### config.mk
export PLATFORM = sky130hd
export DESIGN_NAME = pc_gen_btb_flat
export DESIGN_NICKNAME = d
export VERILOG_FILES = /design/src/rtl/pc_gen_btb_if.sv /design/src/rtl/pc_gen_btb.sv /design/src/flat_wrapper.sv
export SDC_FILE = /design/constraint.sdc
export NUM_CORES = 2
export LEC_CHECK = 0
export CAP_MARGIN = 10
export CORE_MARGIN = 5
export CORE_UTILIZATION = 55
export CTS_CLUSTER_SIZE = 30
export DETAILED_ROUTE_END_ITERATION = 8
export PLACE_DENSITY = 0.85
export SYNTH_ARGS = -nofsm -noshare
export SYNTH_HDL_FRONTEND = slang
export SYNTH_SLANG_ARGS = --single-unit
### constraint.sdc
create_clock -name clk_i -period 4.1 [get_ports clk_i]
set_input_delay 0.82 -clock clk_i [delete_from_list [all_inputs] [get_ports clk_i]]
set_output_delay 0.82 -clock clk_i [all_outputs]
set_load 0.05 [all_outputs]
### src/rtl/pc_gen_btb_if.sv
// Fetch-PC generator bus: stall/redirect control, BTB training and IF-stage outputs.
//   en_i / redirect_i / redirect_pc_i             : PC advance, stall and EX redirect
//   upd_valid_i / upd_pc_i / upd_target_i / upd_taken_i : resolved-branch training
//   pc_o / pc4_o / pred_taken_o / pred_target_o   : fetch PC and next-PC prediction
// slave = the PC generator, master = the pipeline driving it.
interface pc_gen_btb_if #(
  parameter int unsigned XLEN = 32
);
  logic            en_i;
  logic            redirect_i;
  logic [XLEN-1:0] redirect_pc_i;
  logic            upd_valid_i;
  logic [XLEN-1:0] upd_pc_i;
  logic [XLEN-1:0] upd_target_i;
  logic            upd_taken_i;
  logic [XLEN-1:0] pc_o;
  logic [XLEN-1:0] pc4_o;
  logic            pred_taken_o;
  logic [XLEN-1:0] pred_target_o;

  modport master (
    output en_i, redirect_i, redirect_pc_i,
    output upd_valid_i, upd_pc_i, upd_target_i, upd_taken_i,
    input  pc_o, pc4_o, pred_taken_o, pred_target_o
  );

  modport slave (
    input  en_i, redirect_i, redirect_pc_i,
    input  upd_valid_i, upd_pc_i, upd_target_i, upd_taken_i,
    output pc_o, pc4_o, pred_taken_o, pred_target_o
  );
endinterface

### src/rtl/pc_gen_btb.sv
// Fetch-PC generator with a direct-mapped branch target buffer.
// Ports:
//   clk_i   : clock, rising edge
//   rst_ni  : asynchronous active-low reset
//   bus     : pc_gen_btb_if.slave (control, BTB training, fetch PC / prediction)
// pc_o is registered; pc4_o, pred_taken_o and pred_target_o are combinational on pc_o.
module pc_gen_btb #(
  parameter int unsigned     XLEN      = 32,
  parameter logic [XLEN-1:0] RESET_PC  = '0,
  parameter int unsigned     BTB_DEPTH = 16,
  parameter bit              BTB_EN    = 1'b1
) (
  input  logic         clk_i,
  input  logic         rst_ni,
  pc_gen_btb_if.slave  bus
);

  localparam int unsigned IDXW = $clog2(BTB_DEPTH);
  localparam int unsigned TAGW = XLEN - IDXW - 2;

  logic [XLEN-1:0] pc_q;
  logic [XLEN-1:0] pc_d;
  logic [XLEN-1:0] pc4_c;
  logic            pred_taken_c;
  logic [XLEN-1:0] pred_target_c;

  // Word-alignment bits of incoming addresses are discarded by design.
  logic unused_align;
  assign unused_align = ^{bus.redirect_pc_i[1:0], bus.upd_target_i[1:0]};

  assign pc4_c = pc_q + XLEN'(4);

  // Next PC: redirect beats stall, stall beats prediction.
  always_comb begin
    pc_d = pc_q;
    if (bus.redirect_i) begin
      pc_d = {bus.redirect_pc_i[XLEN-1:2], 2'b00};
    end else if (bus.en_i) begin
      pc_d = pred_target_c;
    end
  end

  always_ff @(posedge clk_i or negedge rst_ni) begin
    if (!rst_ni) begin
      pc_q <= RESET_PC;
    end else begin
      pc_q <= pc_d;
    end
  end

  if (BTB_EN) begin : g_btb
    logic [BTB_DEPTH-1:0] valid_q;
    logic [TAGW-1:0]      tag_q [BTB_DEPTH];
    logic [XLEN-3:0]      tgt_q [BTB_DEPTH];
    logic [1:0]           ctr_q [BTB_DEPTH];

    logic [IDXW-1:0] lk_idx;
    logic [TAGW-1:0] lk_tag;
    logic            lk_hit;
    logic [IDXW-1:0] up_idx;
    logic [TAGW-1:0] up_tag;
    logic            up_hit;

    // Lookup reads the pre-update contents; no write-to-read bypass.
    assign lk_idx = pc_q[IDXW+1:2];
    assign lk_tag = pc_q[XLEN-1:IDXW+2];
    assign lk_hit = valid_q[lk_idx] && (tag_q[lk_idx] == lk_tag);

    assign up_idx = bus.upd_pc_i[IDXW+1:2];
    assign up_tag = bus.upd_pc_i[XLEN-1:IDXW+2];
    assign up_hit = valid_q[up_idx] && (tag_q[up_idx] == up_tag);

    assign pred_taken_c  = lk_hit && ctr_q[lk_idx][1];
    assign pred_target_c = pred_taken_c ? {tgt_q[lk_idx], 2'b00} : pc4_c;

    // Training: saturating counter on hit, allocate-on-taken on miss.
    always_ff @(posedge clk_i or negedge rst_ni) begin
      if (!rst_ni) begin
        valid_q <= '0;
        for (int unsigned i = 0; i < BTB_DEPTH; i++) begin
          tag_q[IDXW'(i)] <= '0;
          tgt_q[IDXW'(i)] <= '0;
          ctr_q[IDXW'(i)] <= 2'b01;
        end
      end else if (bus.upd_valid_i) begin
        if (up_hit) begin
          if (bus.upd_taken_i) begin
            if (ctr_q[up_idx] != 2'b11) begin
              ctr_q[up_idx] <= ctr_q[up_idx] + 2'd1;
            end
            tgt_q[up_idx] <= bus.upd_target_i[XLEN-1:2];
          end else if (ctr_q[up_idx] != 2'b00) begin
            ctr_q[up_idx] <= ctr_q[up_idx] - 2'd1;
          end
        end else if (bus.upd_taken_i) begin
          valid_q[up_idx] <= 1'b1;
          tag_q[up_idx]   <= up_tag;
          tgt_q[up_idx]   <= bus.upd_target_i[XLEN-1:2];
          ctr_q[up_idx]   <= 2'b10;
        end
      end
    end
  end else begin : g_no_btb
    // Without a BTB the training port has no effect.
    logic unused_upd;
    assign unused_upd    = ^{bus.upd_valid_i, bus.upd_pc_i, bus.upd_target_i, bus.upd_taken_i};
    assign pred_taken_c  = 1'b0;
    assign pred_target_c = pc4_c;
  end

  assign bus.pc_o          = pc_q;
  assign bus.pc4_o         = pc4_c;
  assign bus.pred_taken_o  = pred_taken_c;
  assign bus.pred_target_o = pred_target_c;

endmodule
### src/flat_wrapper.sv
// flat-port wrapper written by rule: the top's interface ports become plain ports
module pc_gen_btb_flat 
#(
  parameter int unsigned     XLEN      = 32,
  parameter logic [XLEN-1:0] RESET_PC  = '0,
  parameter int unsigned     BTB_DEPTH = 16,
  parameter bit              BTB_EN    = 1'b1
)
  (clk_i, rst_ni, bus_en_i, bus_redirect_i, bus_redirect_pc_i, bus_upd_valid_i, bus_upd_pc_i, bus_upd_target_i, bus_upd_taken_i, bus_pc_o, bus_pc4_o, bus_pred_taken_o, bus_pred_target_o);
  pc_gen_btb_if #(.XLEN(XLEN)) bus_i ();
  input  logic clk_i;
  input  logic rst_ni;
  input wire logic [$bits(bus_i.en_i)-1:0] bus_en_i;
  input wire logic [$bits(bus_i.redirect_i)-1:0] bus_redirect_i;
  input wire logic [$bits(bus_i.redirect_pc_i)-1:0] bus_redirect_pc_i;
  input wire logic [$bits(bus_i.upd_valid_i)-1:0] bus_upd_valid_i;
  input wire logic [$bits(bus_i.upd_pc_i)-1:0] bus_upd_pc_i;
  input wire logic [$bits(bus_i.upd_target_i)-1:0] bus_upd_target_i;
  input wire logic [$bits(bus_i.upd_taken_i)-1:0] bus_upd_taken_i;
  output wire logic [$bits(bus_i.pc_o)-1:0] bus_pc_o;
  output wire logic [$bits(bus_i.pc4_o)-1:0] bus_pc4_o;
  output wire logic [$bits(bus_i.pred_taken_o)-1:0] bus_pred_taken_o;
  output wire logic [$bits(bus_i.pred_target_o)-1:0] bus_pred_target_o;
  assign bus_i.en_i = bus_en_i;
  assign bus_i.redirect_i = bus_redirect_i;
  assign bus_i.redirect_pc_i = bus_redirect_pc_i;
  assign bus_i.upd_valid_i = bus_upd_valid_i;
  assign bus_i.upd_pc_i = bus_upd_pc_i;
  assign bus_i.upd_target_i = bus_upd_target_i;
  assign bus_i.upd_taken_i = bus_upd_taken_i;
  assign bus_pc_o = bus_i.pc_o;
  assign bus_pc4_o = bus_i.pc4_o;
  assign bus_pred_taken_o = bus_i.pred_taken_o;
  assign bus_pred_target_o = bus_i.pred_target_o;
  pc_gen_btb #(.XLEN(XLEN), .RESET_PC(RESET_PC), .BTB_DEPTH(BTB_DEPTH), .BTB_EN(BTB_EN)) u_core (.clk_i(clk_i), .rst_ni(rst_ni), .bus(bus_i));
endmodule
After elaboration in Yosys (flattened, before gate mapping)
Index checks and enable logic that the tools add are counted.
{ "classes": {"n_reduce_logical": 12, "addsub": 3, "eq_ne": 4, "mux": 39, "bitwise_logic": 7, "n_lt_le_gt_ge": 6} }
{ "op_table": {"columns": ["operator", "n"], "rows": [
  ["$bwmux W480", 1],
  ["$bwmux W416", 1],
  ["$mux W32", 8],
  ["$bmux W26 S4", 2],
  ["$mux W26", 5],
  ["$bmux W30 S4", 1],
  ["$demux W30 S4", 1],
  ["$demux W26 S4", 1],
  ["$mux W30", 3],
  ["$bwmux W32", 2],
  ["$eq A26 B26 Y1", 2],
  ["$add A32 B3 Y32 const B", 1],
  ["$or A16 B16 Y16", 2],
  ["$and A16 B16 Y16", 1],
  ["$bmux W2 S4", 2],
  ["$not A16 Y16", 1],
  ["$ge A5 B5 Y1 const B", 2],
  ["$lt A4 B5 Y1 const B", 2],
  ["$mux W2", 5],
  ["$not A4 Y5", 2],
  ["$bmux W1 S4", 2],
  ["$demux W2 S4", 1],
  ["$reduce_bool A2 Y1", 4],
  ["$logic_and A1 B1 Y1", 5],
  ["other kinds (12)", 14]
]} }
{ "totals": {"output_inout_bits": 97, "word_cells": 121, "ff_bits": 976, "in_bits": 102} }

Depth between registers and ports, before layout
{ "depth": {"word_depth": 10, "ltp_mapped": 17, "mapped_depth_nobuf": 10} }

Least setup slack after synthesis
OpenSTA, ideal clock, no wires.
{ "synth_path": {"kind": "register to output", "start": "reg u_core.pc_q[5], in the netlist u_core.bus.pc_o[5]", "end": "out bus_pred_target_o[28]", "t_arrival_ns": 4.299, "required_time_ns": 3.280, "setup_slack_ns": -1.019, "path_stages_with_launch": 13, "path_buffers": 4, "path_cell_list": "dfrtp_1 -> buf_2 -> buf_1 -> buf_2 -> buf_2 -> and4_1 -> nand3_1 -> nor3_1 -> nand2_1 -> nor2_1 -> nand2_1 -> xnor2_1 -> mux2_4"} }
{ "synth_between": {"elab_cells_between_ends": 17, "cone_classes": "add/sub: 1; eq/ne: 1; mux: 12; bitwise: 1; reduce/logical: 2"} }
{ "synth_rtl": {"columns": ["item", "line_no", "text"], "rows": [
  ["start: declaration", "pc_gen_btb.sv:21", "logic [XLEN-1:0] pc_q;"],
  ["start signal: assignment", "pc_gen_btb.sv:47", "pc_q <= pc_d;"],
  ["$add A32 B3 Y32", "pc_gen_btb.sv:31", "assign pc4_c = pc_q + XLEN'(4);"],
  ["via bus_pc4_o[28]", "flat_wrapper.sv:21", "output wire logic [$bits(bus_i.pc4_o)-1:0] bus_pc4_o;"],
  ["$mux W32", "pc_gen_btb.sv:74", "assign pred_target_c = pred_taken_c ? {tgt_q[lk_idx], 2'b00} : pc4_c;"],
  ["end: declaration", "flat_wrapper.sv:23", "output wire logic [$bits(bus_i.pred_target_o)-1:0] bus_pred_target_o;"]
]} }
The timed path passes the listed nets, and every way through them passes these cells. The select of a mux whose other input is x is not followed.

Final worst setup path
{ "layout_path": {"start": "reg u_core.pc_q[2], in the netlist u_core.bus.pc_o[2]", "end": "out bus_pred_target_o[29]"} }
{ "layout_between": {"elab_chain_len": 8, "elab_cells_between_ends": 17, "cone_classes": "add/sub: 1; eq/ne: 1; mux: 12; bitwise: 1; reduce/logical: 2"} }
{ "layout_rtl": {"columns": ["item", "line_no", "text"], "rows": [
  ["$not A4 Y5 (not written as such)", "pc_gen_btb.sv:67, pc_gen_btb.sv:73, pc_gen_btb.sv:74", null],
  ["$bmux W26 S4", "pc_gen_btb.sv:67", "assign lk_hit = valid_q[lk_idx] && (tag_q[lk_idx] == lk_tag);"],
  ["$mux W26 (not written as such) (2 in series)", "pc_gen_btb.sv:67", null],
  ["$eq A26 B26 Y1", "pc_gen_btb.sv:67", null],
  ["$logic_and A1 B1 Y1", "pc_gen_btb.sv:67", null],
  ["$logic_and A1 B1 Y1", "pc_gen_btb.sv:73", "assign pred_taken_c = lk_hit && ctr_q[lk_idx][1];"],
  ["$mux W32 *", "pc_gen_btb.sv:74", null]
]} }
Mark *: on every way between the ends. The rest lies on a longest branch, timed or not. The select of a mux whose other input is x is not followed.

==> flow_summary.toml <==
[clocking]
cts.sinks = 976
cts_tree = "built"
cts-root-buf = "clkbuf_16"
htree_levels = 3
cts_max_path_buffers = 3
numCtsBuffers = 100
clock_latency_ps = 700
clk_pin_slew_worst_paths_ps = 60

[critical_path]
required_ps = 3280
cp-end-kind = "output port"
cp_slowest_cell = "mux4_2"
critical_path_arrival_ps = 4470
path_cells = "buf_12 -> buf_4 -> buf_6 -> mux4_2 -> mux4_2 -> xnor2_1 -> nand2_1 -> nor4_4 -> nand4_4 -> buf_6 -> buf_12 -> mux2_4 -> buf_6"
path_class = "reg2out"
start_kind = "flip-flop"
critical-path-max-stage-delay_ps = 590
path_max_fanout = 21
cp_common_cell = "buf_6"

[floorplanning]
initial_core_util = 0.555
dieHeight_um = 312
core-area_um2 = 90300
ios = 199
fp.dieW_um = 312
rows = 110
dieArea_um2 = 97300

[logic_synthesis]
yosysWarnings = 0
synth.avg_cell_area_um2 = 14.6
seq_area_frac_synth = 0.488
synth_edf_count = 0
synth.distinct_cells = 74
synth-main-ff-cell = "dfrtp_1"
netlist_instances = 3429
ys_async_sr_fraction = 1.00
ys_seq_elements = 976
syn_area_um2 = 50100
syn_nets = 3534

[timing]
grt_setup_unrepaired = "true"
worst_slack_ps = -1190
worst_pin_slew_ps = 1010
slew_headroom = 0.322
skew_ps = 34.6
max_freq_ghz = 0.189
final.setup.tns_ps = -42900
final_hold_viol_count = 0
timing.final.crit_period_ps = 5290
final.period_utilization = 1.29
setup_viol = 53
drv_slew = 0

[routing]
wl_per_cell_um = 30.8
drtAntennaViolNets = 0
top_layer = "met5"
drt_iter0_markers = 3934
first_pass_iters = 7
via_count = 34500
wl_met1_um = 58000
wl_met3_um = 15400
dr_wl_met2_um = 73300
drt-total-wl_um = 156000
via_per_inst = 6.80
drc = 0

[placed_design]
dp_slack_ps = -462
gp_congestion = 0.972
dp_hpwl_um = 98200
port_buffers = 192

[global_routing]
gr-total-overflow = 0
grt.total_usage = 0.318
grt_first_pass_wirelength_um = 236000
antenna_found_initial = 10
grt_pass1_vias = 36700
grt_max_degree = 104

[power]
pwr_density_cell_nw_per_um2 = 498
p_leak_uw = 0.0270
vdd_ir_drop_max_uv = 378

[worst_hold_path]
min_path_type = "in2async"

[finish]
layout_commonest_cell = "dfrtp_1"
nets = 3914
fillCellCount = 5669
drive_above_1_share = 0.523
area_delta_synth_final_pct = 21.0
final_cell_mix = "dfrtp_1 (956), mux2_2 (936), mux4_2 (317)"

[job]
drv_cap = 0

[outcome]
status = "complete, but fails checks"
violations = "setup timing"
cell type report:
| type | instances | area, µm² | share of cell area |
|---|---|---|---|
| flip-flops and latches | 976 | 24500 | 0.403 |
| multi-input cells | 2123 | 24600 | 0.406 |
| repair buffers | 596 | 6430 | 0.106 |
| inverters | 12 | 45.0 | 0.000743 |
| clock inverters | 40 | 634 | 0.0105 |
| clock buffers | 147 | 2940 | 0.0485 |
| diodes | 4 | 10.0 | 0.000165 |
| well taps | 1176 | 1470 | 0.0243 |
routing by layer:
layer	vias to the layer above	GRT usage
li1	13700	-
met1	18100	0.413
met2	2036	0.497
met3	599	0.0853
met4	8	0.162
met5	-	0
kinds of logic (layout without fill, tap and decap cells):
kind of cell / count (synthesis) / count (layout) / share of synthesized area
muxes: 1449 / 1449 / 0.395
DFF: 976 / 976 / 0.488
and+or+nand+nor: 356 / 356 / 0.0386
buffers and inverters: 330 / 795 / 0.0323
AOI/OAI and AO/OA: 242 / 242 / 0.0332
xor gates and xnor gates: 73 / 73 / 0.0128
adders and majority gates: 3 / 3 / 0.000749
other: 0 / 4 / 0
report_power, final:
part	internal (µW)	switching, µW	total (µW)
Sequential	11500	1420	12900
Clock	5820	4050	9870
Combinational	4040	3360	7400
repair_timing:
item / CTS / global route
setup buffers: 11 / 11
hold buffers: 0 / 0
resized for setup: 71 / 20
pin swaps: 12 / 6
gates cloned: 4 / 1
endpoints found under the setup margin: 52 / 64
cells in the mapped netlist (all sizes together), types with 28 or more instances:
cell | instances | share of area
o21ai | 67 | 0.0067
nand2 | 102 | 0.0094
nand2b | 29 | 0.0036
xnor2 | 48 | 0.0084
clkbuf | 184 | 0.014
nor2 | 70 | 0.0052
a221oi | 28 | 0.0049
buf | 134 | 0.018
dfrtp | 960 | 0.48
mux2 | 978 | 0.22
mux4 | 317 | 0.14
nand3 | 43 | 0.0046
mux2i | 154 | 0.031
a22oi | 35 | 0.0052
path summary, 6_finish.rpt:
check | from | endpoint | slack [ps] | depth (start not counted)
setup / recovery | u_core.bus.pc_o[2] | bus_pred_target_o[29] | -1190 | 13
hold / removal | rst_ni | u_core.g_btb.tag_q[412] | 190 | 1
setup reg to reg | u_core.bus.pc_o[2] | u_core.bus.pc_o[13] | -50 | 15
hold reg to reg | u_core.g_btb.valid_q[15] | u_core.g_btb.valid_q[15] | 500 | 1
max in group asynchronous | rst_ni | u_core.g_btb.tgt_q[224] | 2720 | 2
min in group clk_i | u_core.g_btb.valid_q[15] | u_core.g_btb.valid_q[15] | 500 | 1
critical path: cells and delay by family, from the launching register on:
family / cells / cell delay (ps)
AND/OR/NAND/NOR: 3 / 620
XOR/XNOR: 1 / 200
flip-flops: 1 / 530
buffers and inverters: 6 / 920
multiplexers: 3 / 1470
per-stage QoR:
stage / area (µm²) / total power [µW] / cells / hold WS [ps] / util
5_1_grt: 60600 / 31200 / 5073 / 221 / 0.672
2_1_floorplan: 50600 / 17300 / 3429 / 451 / -
6_report: 60600 / 30200 / 5074 / 187 / 0.672
3_5_place_dp: 56400 / 19900 / 4857 / 486 / 0.624
3_3_place_gp: 56400 / 19500 / 4857 / 478 / 0.624
4_1_cts: 60400 / 30000 / 5059 / 202 / 0.669
flip-flops by register name, summed over array words and instances (netlist names):
| register | flops |
|---|---|
| u_core.g_btb.tgt_q | 480 |
| u_core.bus.pc_o | 32 |
| u_core.g_btb.ctr_q | 32 |
| u_core.g_btb.tag_q | 416 |
| u_core.g_btb.valid_q | 16 |
Note: power is estimated with default switching activity, not from simulation.
